`src/rtl/axil_pkg.sv`:
```
// Shared AXI-lite definitions: response codes and the read-watchdog state encoding.
`timescale 1ns/1ps
package axil_pkg;

  localparam logic [1:0] AXIL_RESP_OKAY   = 2'b00;
  localparam logic [1:0] AXIL_RESP_SLVERR = 2'b10;

  typedef enum logic [2:0] {
    IDLE   = 3'd0,
    ADDR   = 3'd1,
    WAIT_R = 3'd2,
    RESP   = 3'd3,
    DRAIN  = 3'd4
  } rd_state_e;

endpackage

```
`src/rtl/axil_rd_timeout.sv`:
```
// AXI-lite read watchdog ahead of the read CDC: forwards one read at a time and
// answers with SLVERR/ERR_DATA if the far side stays silent, draining the late beat.
`timescale 1ns/1ps
module axil_rd_timeout
  import axil_pkg::*;
#(
  parameter int unsigned DATA_WIDTH = 32,
  parameter int unsigned ADDR_WIDTH = 32,
  parameter int unsigned TIMEOUT    = 1024,
  parameter logic [31:0] ERR_DATA   = 32'hDEADBEEF,
  parameter int unsigned CNT_WIDTH  = 16
) (
  input  logic                  s_clk,
  input  logic                  s_rst,

  input  logic [ADDR_WIDTH-1:0] s_axil_araddr,
  input  logic [2:0]            s_axil_arprot,
  input  logic                  s_axil_arvalid,
  output logic                  s_axil_arready,
  output logic [DATA_WIDTH-1:0] s_axil_rdata,
  output logic [1:0]            s_axil_rresp,
  output logic                  s_axil_rvalid,
  input  logic                  s_axil_rready,

  output logic [ADDR_WIDTH-1:0] m_axil_araddr,
  output logic [2:0]            m_axil_arprot,
  output logic                  m_axil_arvalid,
  input  logic                  m_axil_arready,
  input  logic [DATA_WIDTH-1:0] m_axil_rdata,
  input  logic [1:0]            m_axil_rresp,
  input  logic                  m_axil_rvalid,
  output logic                  m_axil_rready,

  output logic                  timeout_pulse,
  output logic [CNT_WIDTH-1:0]  timeout_count,
  output logic                  busy
);

  // Watchdog only needs to reach TIMEOUT-1; it wraps harmlessly when disabled.
  localparam int unsigned WDOG_W = (TIMEOUT < 2) ? 1 : $clog2(TIMEOUT);
  localparam logic [WDOG_W-1:0]     WDOG_LAST = WDOG_W'((TIMEOUT == 0) ? 0 : TIMEOUT - 1);
  localparam logic [DATA_WIDTH-1:0] ERR_D     = DATA_WIDTH'(ERR_DATA);

  rd_state_e             state_q, state_d;
  logic [ADDR_WIDTH-1:0] araddr_q, araddr_d;
  logic [2:0]            arprot_q, arprot_d;
  logic                  m_arvalid_q, m_arvalid_d;
  logic                  ar_done_q, ar_done_d;
  logic                  drain_pend_q, drain_pend_d;
  logic [WDOG_W-1:0]     wdog_q, wdog_d;
  logic [DATA_WIDTH-1:0] rdata_q, rdata_d;
  logic [1:0]            rresp_q, rresp_d;
  logic                  s_rvalid_q, s_rvalid_d;
  logic                  pulse_q, pulse_d;
  logic [CNT_WIDTH-1:0]  count_q, count_d;

  logic ar_hs;
  logic r_hs;
  logic fire;

  assign s_axil_arready = (state_q == IDLE);
  assign m_axil_rready  = (state_q == WAIT_R) || ((state_q == DRAIN) && ar_done_q);

  assign ar_hs = m_arvalid_q && m_axil_arready;
  assign r_hs  = m_axil_rvalid && m_axil_rready;
  assign fire  = (TIMEOUT != 0) && ((state_q == ADDR) || (state_q == WAIT_R)) &&
                 !r_hs && (wdog_q == WDOG_LAST);

  always_comb begin
    state_d      = state_q;
    araddr_d     = araddr_q;
    arprot_d     = arprot_q;
    m_arvalid_d  = m_arvalid_q;
    ar_done_d    = ar_done_q;
    drain_pend_d = drain_pend_q;
    wdog_d       = wdog_q;
    rdata_d      = rdata_q;
    rresp_d      = rresp_q;
    s_rvalid_d   = s_rvalid_q;
    pulse_d      = 1'b0;
    count_d      = count_q;

    // AR may complete in ADDR, RESP or DRAIN; the handshake is tracked independently of state.
    if (ar_hs) begin
      m_arvalid_d = 1'b0;
      ar_done_d   = 1'b1;
    end

    unique case (state_q)
      IDLE: begin
        if (s_axil_arvalid) begin
          araddr_d    = s_axil_araddr;
          arprot_d    = s_axil_arprot;
          m_arvalid_d = 1'b1;
          wdog_d      = '0;
          ar_done_d   = 1'b0;
          state_d     = ADDR;
        end
      end
      ADDR: begin
        wdog_d = wdog_q + 1'b1;
        if (!fire && ar_hs) begin
          state_d = WAIT_R;
        end
      end
      WAIT_R: begin
        if (r_hs) begin
          rdata_d    = m_axil_rdata;
          rresp_d    = m_axil_rresp;
          s_rvalid_d = 1'b1;
          state_d    = RESP;
        end else begin
          wdog_d = wdog_q + 1'b1;
        end
      end
      RESP: begin
        if (s_axil_rready) begin
          s_rvalid_d = 1'b0;
          state_d    = drain_pend_q ? DRAIN : IDLE;
        end
      end
      DRAIN: begin
        if (r_hs) begin
          drain_pend_d = 1'b0;
          state_d      = IDLE;
        end
      end
      default: state_d = IDLE;
    endcase

    if (fire) begin
      rdata_d      = ERR_D;
      rresp_d      = AXIL_RESP_SLVERR;
      s_rvalid_d   = 1'b1;
      drain_pend_d = 1'b1;
      pulse_d      = 1'b1;
      if (count_q != '1) begin
        count_d = count_q + 1'b1;
      end
      state_d = RESP;
    end
  end

  always_ff @(posedge s_clk) begin
    if (s_rst) begin
      state_q      <= IDLE;
      araddr_q     <= '0;
      arprot_q     <= '0;
      m_arvalid_q  <= 1'b0;
      ar_done_q    <= 1'b0;
      drain_pend_q <= 1'b0;
      wdog_q       <= '0;
      rdata_q      <= '0;
      rresp_q      <= '0;
      s_rvalid_q   <= 1'b0;
      pulse_q      <= 1'b0;
      count_q      <= '0;
    end else begin
      state_q      <= state_d;
      araddr_q     <= araddr_d;
      arprot_q     <= arprot_d;
      m_arvalid_q  <= m_arvalid_d;
      ar_done_q    <= ar_done_d;
      drain_pend_q <= drain_pend_d;
      wdog_q       <= wdog_d;
      rdata_q      <= rdata_d;
      rresp_q      <= rresp_d;
      s_rvalid_q   <= s_rvalid_d;
      pulse_q      <= pulse_d;
      count_q      <= count_d;
    end
  end

  assign m_axil_araddr  = araddr_q;
  assign m_axil_arprot  = arprot_q;
  assign m_axil_arvalid = m_arvalid_q;
  assign s_axil_rdata   = rdata_q;
  assign s_axil_rresp   = rresp_q;
  assign s_axil_rvalid  = s_rvalid_q;
  assign timeout_pulse  = pulse_q;
  assign timeout_count  = count_q;
  assign busy           = (state_q != IDLE);

endmodule

```
`config.mk`:
```
export PLATFORM = sky130hd
export DESIGN_NAME = axil_rd_timeout
export DESIGN_NICKNAME = d
export VERILOG_FILES = /design/src/rtl/axil_pkg.sv /design/src/rtl/axil_rd_timeout.sv
export SDC_FILE = /design/constraint.sdc
export NUM_CORES = 1
export LEC_CHECK = 0
export BUFFER_PORTS_ARGS = -buffer_cell sky130_fd_sc_hd__buf_2
export CAP_MARGIN = 20
export CORE_AREA = 2 2 109 111
export DETAILED_ROUTE_END_ITERATION = 10
export DIE_AREA = 0 0 111 113
export PLACE_DENSITY = 0.7
export RECOVER_POWER = 25
export SETUP_SLACK_MARGIN = 0.2
export SYNTH_ARGS = -nofsm -noshare
export SYNTH_HDL_FRONTEND = slang
export SYNTH_SLANG_ARGS = --single-unit
```
`constraint.sdc`:
```
create_clock -name s_clk -period 4.6 [get_ports s_clk]
set_clock_uncertainty 0.15 [all_clocks]
set_input_delay 0.23 -clock s_clk [delete_from_list [all_inputs] [get_ports s_clk]]
set_output_delay 0.23 -clock s_clk [all_outputs]
set_load 0.02 [all_outputs]
```
* Word level (Yosys, flattened, before mapping)
Index checks and enable logic that the tools add are counted.
** Word-level totals
- Input bits :: 75
- Flip-flop bits (word level) :: 103
- Word-level logic and storage cells :: 92
- Output and inout port bits :: 91
** Cells by class
- Add/subtract/negate cells :: 2
- Mux-type cells :: 31
- Reductions and logical operators :: 27
- Equality and inequality tests :: 17
** Operators by type and width (number)
- two-way mux 32 bit :: 3
- case mux 10 bit (3 select lines) :: 1
- two-way mux 10 bit :: 2
- two-way mux 3 bit :: 6
- adder 16 x 1 -> 16 bit, second input constant :: 1
- inequality test 16 bit, second input constant :: 1
- case mux 3 bit (5 select lines) :: 1
- two-way mux 1 bit :: 13
- adder 10 x 1 -> 10 bit, second input constant :: 1
- equality test 10 bit, second input constant :: 1
- inequality test 2 bit, second input constant :: 5
- AND reduction 2 bit :: 5
- AND reduction 5 bit :: 2
- inequality test 3 bit, second input constant :: 3
- nonzero test 3 bit :: 3
- two-way mux 2 bit :: 4
- equality test 3 x 2 -> 1 bit, second input constant :: 2
- logical AND 1 bit :: 6
- inequality test 3 x 2 -> 1 bit, second input constant :: 2
- AND reduction 3 bit :: 2
- nonzero test 2 bit :: 3
- equality test 3 x 1 -> 1 bit, second input constant :: 1
- equality test 3 bit, second input constant :: 1
- logical NOT 3 bit :: 1
- other kinds (5) :: 7

* Logic depth before layout (Yosys ltp)
Gate-level depths: netlist of run 1.
- Depth in word-level cells :: 12
- Mapped depth :: 7
- Mapped depth without buffers :: 5

* Worst setup path before layout of run 1
No wires, ideal clock.
- Kind :: register to register
- From :: reg count_q[0], in the netlist timeout_count[0]
- To :: reg count_q[0], in the netlist timeout_count[0]
- Clock period less this slack :: 1.947 ns
- Library setup time :: 0.132 ns
- Buffers on the path :: 1
- Slack :: 2.653 ns
- Arrival time :: 1.664 ns
- Stages on the path, launching flop included :: 7
- Data required time :: 4.318 ns
- Path through :: dfxtp_1 -> ha_1 -> nand3_1 -> nor4_2 -> clkbuf_1 -> or3_1 -> a21oi_1
** On the way
- Longest elaborated chain between the ends :: 2
- Elaborated cells between the ends (all ways) :: 3
- Those cells by class :: add/sub (1); eq/ne (1); reduce/logical (1)
** RTL lines
- start: declaration :: line axil_rd_timeout.sv:55 : logic [CNT_WIDTH-1:0] count_q, count_d;
- start signal: assignment :: line axil_rd_timeout.sv:170 : count_q <= count_d;
- parallel branches: the longest is 2 deep, another holds adder 16 x 1 -> 16 bit
Parallel ways; which one is timed is not known.
A chain may end at the register's enable or synchronous reset.

* Worst setup path in the final report of run 1
- From :: reg state_q[0]
- To :: reg count_q[13], in the netlist timeout_count[13]
** On the way
- Longest elaborated chain between the ends :: 8
- Elaborated cells between the ends (all ways) :: 11
- Those cells by class :: eq/ne (3); reduce/logical (8)
** RTL lines
- start: declaration :: line axil_rd_timeout.sv:44 : rd_state_e state_q, state_d;
- start signal: assignment :: line axil_rd_timeout.sv:159 : state_q <= state_d;
- equality test 3 bit :: line axil_rd_timeout.sv:62 : assign m_axil_rready = (state_q == WAIT_R) || ((state_q == DRAIN) && ar_done_q);
- logical AND 1 bit :: line axil_rd_timeout.sv:62
- logical OR 1 bit :: line axil_rd_timeout.sv:62
- logical AND 1 bit :: line axil_rd_timeout.sv:65 : assign r_hs = m_axil_rvalid && m_axil_rready;
- logical NOT 1 bit :: line axil_rd_timeout.sv:67 : !r_hs && (wdog_q == WDOG_LAST);
- logical AND 1 bit (*) :: line axil_rd_timeout.sv:66 : assign fire = (TIMEOUT != 0) && ((state_q == ADDR) || (state_q == WAIT_R)) &&
- logical AND 1 bit (*) :: line axil_rd_timeout.sv:67
- AND reduction 2 bit (no line) (*)
Mark *: on every way between the ends. The rest lies on a longest branch, timed or not.

==> results of run 1 <==
-- metrics by stage --
step	instance area, µm²	hold slack (ns)	worst slack [ns]	cells	power, mW
after floorplan	4200	0.216	2.65	517	1.26
after global routing	5840	0.0104	1.94	854	2.30
final	5840	0.00908	2.05	854	2.19
after detailed placement	5130	0.296	1.75	794	1.40
after global placement	5100	0.289	1.83	792	1.38
after CTS	5870	0.000147	1.73	852	2.22
-- registers in the layout, summed over array words and instances (netlist names) --
| name | cells |
|---|---|
| s_axil_rdata | 32 |
| timeout_count | 16 |
| drain_pend_q | 1 |
| timeout_pulse | 1 |
| wdog_q | 10 |
| state_q | 3 |
| m_axil_arprot | 3 |
| ar_done_q | 1 |
| s_axil_rresp | 2 |
| s_axil_rvalid | 1 |
| m_axil_araddr | 32 |
| m_axil_arvalid | 1 |
-- timing repair --
action	4_1_cts	5_1_grt
hold buffers	44	0
hold endpoints to repair	44	0
buffers inserted	0	0
-- power by group --
part	total (mW)	switching (mW)	internal (mW)
Sequential	0.994	0.0453	0.949
Clock	0.784	0.314	0.470
Combinational	0.409	0.251	0.158
-- cells in the final DEF, fill, tap and decap left out, types with 3 or more instances in the layout --
| master | instances |
|---|---|
| clkbuf_1 | 49 |
| nor2_1 | 9 |
| a21o_1 | 3 |
| buf_2 | 118 |
| dfxtp_1 | 103 |
| inv_1 | 6 |
| o31ai_1 | 15 |
| mux2i_1 | 4 |
| nand2_1 | 157 |
| a211oi_1 | 4 |
| or3_1 | 7 |
| a21oi_1 | 69 |
| or4_1 | 14 |
| nand4_1 | 8 |
| or2_2 | 3 |
| nand2b_1 | 4 |
| xnor2_1 | 3 |
| nand3_1 | 8 |
| clkbuf_16 | 9 |
| and4_1 | 4 |
| dlygate4sd3_1 | 44 |
| o21ai_0 | 5 |
| a31oi_1 | 25 |
-- worst paths after layout --
path                  endpoint  cells past startpoint
max          timeout_count[13]                      5
min          m_axil_araddr[18]                      3
max reg2reg  timeout_count[13]                      5
min reg2reg   m_axil_araddr[7]                      2
-- final cells by class --
cell class	count	area share (%)
Sequential cell	103	35.3
Tap cell	143	3.06
Clock buffer	10	3.92
Inverter	6	0.386
Timing Repair Buffer	215	21.9
Multi-Input combinational cell	373	34.2
Clock inverter	4	1.24
-- critical path: stages, from the launching register on --
cell and delay [ns]:
dfxtp_1 0.70, nor3b_2 0.41, o2111ai_4 0.27, buf_12 0.25, or4_1 0.51, a21oi_1 0.15
-- metal layers --
layer	wire (µm)	GRT usage, %	vias to the layer above
li1	-	-	2190
met1	5270	22.9	2040
met2	5810	31.7	137
met3	619	3.48	16
met4	206	8.00	0
met5	0	0	-
-- logic make-up after synthesis --
family,count (synthesis),share of synthesized area [%]
AOI/OAI and AO/OA,134,19.3
xor gates and xnor gates,3,0.626
adders and majority gates,2,0.596
buffers and inverters,41,3.81
DFF,103,49.1
muxes,4,0.953
and+or+nand+nor,230,25.6
==> flow_summary.yaml, run 1 <==
outcome:
  status: "finished clean"
timing:
  final_hold_viol_count: 0
  relSlewSlack_pct: 42.4
  setup_viol: 0
  fmax_ghz: 0.393
  tns_ns: 0
  post-route-min-period_ns: 2.55
  rsz0062_at_grt: "false"
  period_share_pct: 55.4
  drv_slew: 0
  worst_pin_slew_ns: 0.865
floorplan:
  die-area_um2: 12500
  die_w_um: 111
  pin_count: 166
  row_count: 39
  fp.dieH_um: 113
  core_um2: 11300
  initial_core_util_pct: 37.3
clock_network:
  cts_tree: "yes"
  clk_latency_ns: 0.33
  cts.sinks: 103
  cts_inserted_buffers: 9
  clkTransAtPathRegs_ns: 0.07
  clock-root-buffer: "clkbuf_16"
  cts_max_path_buffers: 2
  post_cts_resized: 0
  cts.htree.levels: 3
yosys:
  synthFlopType: "dfxtp_1"
  synth.distinct_cells: 45
  yosysTopAreaCell: "dfxtp_1"
  yosysMostFrequentCell: "nand2_1"
  synth_common_cells: "nand2_1, dfxtp_1, a21oi_1"
  synthesis.area_um2: 4200
  synth.area.top_cells: "dfxtp_1, nand2_1, a21oi_1"
  synth_nets: 594
  ys_async_sr_fraction_pct: 0
  synth_seq_cells: 103
  synth_area_per_cell_um2: 8.12
  ys.warnings.count: 0
  ys_seq_area_share_pct: 49.1
  synth_edf_count: 0
  netlist_instances: 517
  synth_top_cell_area_share_pct: 49.1
final_layout:
  num_antenna_cells: 0
  n_fill_cell: 1080
  drive_above_1_share_pct: 20.5
  multi_input_area_um2: 2000
  synthToLayoutAreaGrowth_pct: 39.0
  finish.utilization_pct: 51.8
  fin_nets: 785
  ff_latch_area_um2: 2060
global_routing:
  grt_pass1_vias: 4162
  grt_pass1_wl_um: 19500
  antenna_found_initial: 0
  grt.total_usage_pct: 18.5
  grt_overflow: 0
  grt_max_degree: 54
setup_path:
  regToRegSetupSlack_ns: 2.05
  crit_arrival_ns: 2.64
  crit_type: "reg2reg"
  critical_path_required_ns: 4.70
  cp_max_fo: 45
  reg2reg_from: "state_q[0]"
  endpoint_kind: "register"
  startpoint: "state_q[0]"
  start_kind: "register"
route:
  dr.pass1.iters: 4
  drt_wl_total_um: 11900
  routedWlPerCell_um: 13.9
  drc: 0
  ant_nets: 0
  drt-vias-per-instance: 5.13
  drt-initial-drc-count: 274
  vias: 4383
placed_design:
  io_buffers: 165
  hpwl_um: 7820
  gp_congestion: 0.831
power:
  ir_worst_vdd_mv: 0.209
  p_per_area_nw_per_um2: 375
  leakagePower_nw: 2.28
min_path:
  worst_hold_path_type: "in2reg"
  hp-start: "s_axil_araddr[18]"
flow_run:
  drv_cap: 0
No activity file was read; power rests on OpenSTA's default activity.
==> run 2: changes to the inputs <==
- ABC_AREA: not set -> 1
- CORE_AREA: 2 2 109 111 -> 2 2 112 114
- DIE_AREA: 0 0 111 113 -> 0 0 114 116
- PLACE_DENSITY: 0.7 -> 0.69
- clock period: 4.6 -> 2.5 ns (I/O delays scaled with it)
==> run 2 against run 1 <==
  * Core utilization grew 1.4 points
  * Power grew 140%
  * Clock-buffer cell count grew 1
  * Flip-flop and latch count is the same
  * Non-clock buffer count grew 28
  * Register-to-register slack lost 1.6 ns
  * First-iteration DRC count grew 24%
  * Hold slack gained 0.050 ns
  * Clock power grew 81%
  * Setup slack lost 1.6 ns
  * Routed wire length grew 14%
  * Critical endpoint is now timeout_count[15]
  * Largest cell class is now multi-input gates
==> flow_summary.yaml, run 2 <==
floorplan:
  core_um2: 11900
  die-area_um2: 13200
  initial_core_util_pct: 37.5
  row_count: 40
  fp.dieH_um: 116
  pin_count: 166
  die_w_um: 114
timing:
  worst_pin_slew_ns: 0.642
  fmax_ghz: 0.494
  final_hold_viol_count: 0
  setup_viol: 0
  rsz0062_at_grt: "false"
  relSlewSlack_pct: 57.1
  period_share_pct: 81.0
  post-route-min-period_ns: 2.02
  drv_slew: 0
  tns_ns: 0
route:
  ant_nets: 0
  dr.pass1.iters: 6
  drc: 0
  drt-initial-drc-count: 339
  drt-vias-per-instance: 5.02
  vias: 4925
  drt_wl_total_um: 13600
  routedWlPerCell_um: 13.8
yosys:
  synth_nets: 685
  synth_common_cells: "nand2_1, dfxtp_1, a21oi_1"
  synth_top_cell_area_share_pct: 46.2
  synth-simple-area-share_pct: 30.6
  netlist_instances: 608
  synthesis.area_um2: 4460
  synth-xor-area-share_pct: 1.18
  synth_mux_area_share_pct: 0
  synth_edf_count: 0
  synth_top_family_by_area: "simple AND/OR/NAND/NOR gates"
  ys_seq_area_share_pct: 46.2
  synth_area_per_cell_um2: 7.34
  synthFlopType: "dfxtp_1"
  synth.area.top_cells: "dfxtp_1, nand2_1, a21oi_1"
  synth.distinct_cells: 28
  ys.warnings.count: 0
  synthAdderAreaFrac_pct: 0.561
  synth_compound_area_share_pct: 15.0
  yosysTopAreaCell: "dfxtp_1"
  ys_async_sr_fraction_pct: 0
  synth_seq_cells: 103
  yosysMostFrequentCell: "nand2_1"
min_path:
  hp-start: "m_axil_rvalid"
  hold_depth: 4
  min_to: "drain_pend_q"
  worst_hold_path_type: "in2reg"
power:
  p_per_area_nw_per_um2: 826
  leakagePower_nw: 2.71
  ir_worst_vdd_mv: 0.406
  totalPowerFinal_mw: 5.23
final_layout:
  final_common_cell: "nand2_1"
  finish.utilization_pct: 53.2
  fin_nets: 908
  drive_above_1_share_pct: 19.5
  mostFrequentLayoutCells: "nand2_1, buf_2, dfxtp_1, a21oi_1, dlygate4sd3_1"
  n_fill_cell: 1146
  num_antenna_cells: 0
  synthToLayoutAreaGrowth_pct: 42.0
  multi_input_area_um2: 2120
  ff_latch_area_um2: 2060
clock_network:
  cts.sinks: 103
  cts_inserted_buffers: 9
  cts.htree.levels: 3
  cts_tree: "yes"
  postCtsSetupBuffers: 0
  cts_max_path_buffers: 2
  clk_latency_ns: 0.34
  clock-root-buffer: "clkbuf_16"
  clkTransAtPathRegs_ns: 0.07
setup_path:
  regToRegSetupSlack_ns: 0.48
  endpoint_kind: "register"
  r2r_end: "timeout_count[15]"
  critical_path_required_ns: 2.62
  reg2reg_from: "wdog_q[0]"
  start_kind: "register"
  r2r_cells: 9
  crit_type: "reg2reg"
  crit_arrival_ns: 2.14
  cp_max_fo: 9
placed_design:
  io_buffers: 165
  gp_congestion: 0.854
  hpwl_um: 8270
global_routing:
  grt.total_usage_pct: 20.2
  antenna_found_initial: 0
  grt_max_degree: 56
  grt_pass1_vias: 4588
  grt_overflow: 0
  grt_pass1_wl_um: 21700
flow_run:
  drv_cap: 0
outcome:
  status: "finished clean"
==> run 2: worst max-delay path, stage by stage, from the launching register on <==
cell	delay [ns]
dfxtp_1	0.38
ha_1	0.19
nand2_1	0.09
nor2_2	0.19
nand2_2	0.09
nor2_4	0.26
nand3_4	0.17
nor2_4	0.22
nand2_1	0.09
a21oi_1	0.12
==> run 2: how the worst max path moves through the flow <==
stage | end | start | cells past startpoint
after floorplan | timeout_count[10] | timeout_count[1] | 10
after global placement | s_axil_rdata[30] | wdog_q[0] | 7
after detailed placement | s_axil_rdata[26] | wdog_q[0] | 7
after CTS | s_axil_rdata[12] | wdog_q[0] | 7
after global routing | timeout_count[9] | wdog_q[0] | 9
final | timeout_count[15] | wdog_q[0] | 9
==> run 2: area by class of cell <==
cell class / count / share of cell area, %
inverter: 39 / 2.31
multi-input combinational: 435 / 33.5
clock inverter: 4 / 0.849
clock buffer: 11 / 3.83
timing repair buffer: 243 / 24.1
tap: 147 / 2.90
sequential: 103 / 32.5
==> run 2: kinds of logic (layout without fill, tap and decap cells) <==
| kind of cell | count (synthesis) | in the layout |
|---|---|---|
| AND/OR/NAND/NOR | 295 | 295 |
| flip-flops | 103 | 103 |
| AO/OA/AOI/OAI | 132 | 132 |
| adder cells (fa/ha/maj) | 2 | 2 |
| buffers and inverters | 70 | 297 |
| XOR/XNOR | 6 | 6 |
==> run 2: stage by stage <==
step | worst slack, ns | instances | hold slack [ns] | cell area [µm²]
finish | 0.476 | 982 | 0.0592 | 6340
global route | 0.264 | 982 | 0.0854 | 6340
CTS | 0.436 | 982 | 0.0441 | 6390
detailed placement | 0.454 | 897 | 0.233 | 5390
global placement | 0.538 | 897 | 0.228 | 5390
floorplan | 0.602 | 608 | 0.123 | 4460
==> run 2: timing repair <==
| action | 4_1_cts | 5_1_grt |
|---|---|---|
| hold buffers | 70 | 0 |
| hold endpoints to repair | 71 | 0 |
| gates resized for setup | 0 | 1 |
| setup endpoints to repair | 0 | 14 |
==> run 2: report_power, final <==
| part | internal [mW] | switching (mW) |
|---|---|---|
| combinational | 0.575 | 1.22 |
| sequential | 1.86 | 0.156 |
| clock | 0.803 | 0.615 |
==> run 2: metal layers <==
layer | wire [µm] | track usage, % | vias up
li1 | - | - | 2454
met1 | 5740 | 24.2 | 2239
met2 | 6690 | 34.0 | 184
met3 | 640 | 4.50 | 48
met4 | 529 | 10.5 | 0
met5 | 0 | 0 | -
==> run 3: changes to the inputs <==
- clock period: 2.5 -> 1.9 ns (I/O delays scaled with it)
==> run 3 against run 2 <==
  * Non-clock buffer count rose by 40
  * Critical endpoint is now wdog_q[0]
  * Clock power grew 35%
  * Hold slack better by 0.033 ns
  * Highest routed layer unchanged
  * Core utilization is 4.9 points higher
  * Via count rose by 2.8%
  * Routed wire length grew 7.1%
  * First-iteration DRC count is 32% higher
  * Critical path type unchanged
  * Die area unchanged
==> flow_summary.yaml, run 3 (synthesized netlist as in run 2, its figures left out) <==
clock_network:
  cts_inserted_buffers: 9
  clock-root-buffer: "clkbuf_16"
  clk_latency_ns: 0.34
  clkTransAtPathRegs_ns: 0.07
  cts.htree.levels: 3
  cts.sinks: 103
  cts_tree: "yes"
  cts_max_path_buffers: 2
final_layout:
  final_common_cell: "nand2_1"
  finish.utilization_pct: 58.1
  fin_nets: 951
  mostFrequentLayoutCells: "nand2_1, buf_2, dfxtp_1, dlygate4sd3_1, a21oi_1"
  design_area_um2: 6920
  synthToLayoutAreaGrowth_pct: 55.1
  drive_above_1_share_pct: 27.5
  n_fill_cell: 1091
  num_antenna_cells: 0
timing:
  post-route-min-period_ns: 1.73
  tns_ns: 0
  setup_viol: 0
  rsz0062_at_grt: "true"
  finalHoldWorstSlack_ns: 0.0921
  final_hold_viol_count: 0
  worst_pin_slew_ns: 0.648
  period_share_pct: 90.9
  drv_slew: 0
  relSlewSlack_pct: 56.8
  fmax_ghz: 0.579
  setup_ws_ns: 0.172
global_routing:
  grt_pass1_vias: 4813
  grt_pass1_wl_um: 23000
  antenna_found_initial: 0
  grt_overflow: 0
  grt.total_usage_pct: 21.6
  grt_max_degree: 56
floorplan:
  die_w_um: 114
  fp.dieH_um: 116
  pin_count: 166
  core_um2: 11900
  initial_core_util_pct: 37.5
  row_count: 40
  die-area_um2: 13200
route:
  drt-initial-drc-count: 448
  dr.pass1.iters: 5
  routedWlPerCell_um: 14.2
  drt_wl_total_um: 14600
  drc: 0
  drt-vias-per-instance: 4.94
  ant_nets: 0
  vias: 5065
flow_run:
  drv_cap: 0
min_path:
  worst_hold_path_type: "in2reg"
power:
  p_per_area_nw_per_um2: 1100
  leakagePower_nw: 3.01
  ir_worst_vdd_mv: 0.603
setup_path:
  crit_end: "wdog_q[0]"
  critical_path_required_ns: 2.00
  cp_max_fo: 7
  start_kind: "register"
  crit_type: "reg2reg"
  r2r_end: "wdog_q[0]"
  reg2reg_from: "state_q[0]"
  startpoint: "state_q[0]"
  crit_arrival_ns: 1.83
  endpoint_kind: "register"
  r2r_cells: 7
  regToRegSetupSlack_ns: 0.17
placed_design:
  hpwl_um: 8480
  io_buffers: 165
  place_area_um2: 5550
  dp_slack_ns: 0.129
  gp_congestion: 0.863
outcome:
  status: "finished clean"
==> run 3: critical path, cell delays in order (launching register included) <==
cell        delay (ns)
dfxtp_4           0.37
nor2_4            0.18
buf_6             0.13
nand3_4           0.11
nand3_4           0.16
clkinvlp_4        0.17
buf_6             0.14
a211oi_2          0.22
==> run 3: metal layers <==
metal	part of all wire, %	GRT usage, %	routed length, µm	vias to the layer above
met3	4.5	3.71	651	43
li1	-	-	-	2548
met1	42	26.3	6180	2294
met2	49	36.7	7200	180
met5	0	0	0	-
met4	3.6	11.0	521	0
==> run 3: where the power goes <==
group	internal, mW	switching (mW)
Combinational	1.23	1.83
Clock	1.10	0.811
Sequential	2.47	0.213
Total	4.79	2.85
==> run 3: metrics by stage <==
| stage | power, mW | instances |
|---|---|---|
| after floorplan | 4.29 | 608 |
| after global placement | 4.99 | 915 |
| after detailed placement | 4.99 | 915 |
| after CTS | 7.33 | 1010 |
| after global routing | 8.07 | 1026 |
| final | 7.65 | 1026 |
==> run 3: repair_timing <==
item | CTS | global route
gates resized for setup | 17 | 45
endpoints found under the setup margin | 61 | 86
hold buffers | 71 | 0
pin swaps | 13 | 24
setup buffers | 6 | 14
gates cloned | 2 | 2
hold endpoints to repair | 72 | 0
==> run 3: area by class of cell <==
class                   count  area (µm²)  share of cell area (%)
inverters                  39         158                    2.28
repair buffers            283        1910                    27.6
multi-input cells         438        2280                    32.9
clock inverters             4        52.6                   0.759
flip-flops and latches    103        2090                    30.1
well taps                 147         184                    2.66
clock buffers              12         256                    3.70
==> run 3: worst min-delay path by stage <==
stage                          start                to  slack (ns)  cells after the start
global route                   s_rst        state_q[1]        0.12                      4
floorplan           m_axil_rdata[14]  s_axil_rdata[14]        0.09                      2
detailed placement  m_axil_rdata[19]  s_axil_rdata[19]        0.20                      3
CTS                    s_axil_rready     s_axil_rvalid        0.09                      6
finish                 s_axil_rready     s_axil_rvalid        0.09                      6
global placement    m_axil_rdata[31]  s_axil_rdata[31]        0.20                      3
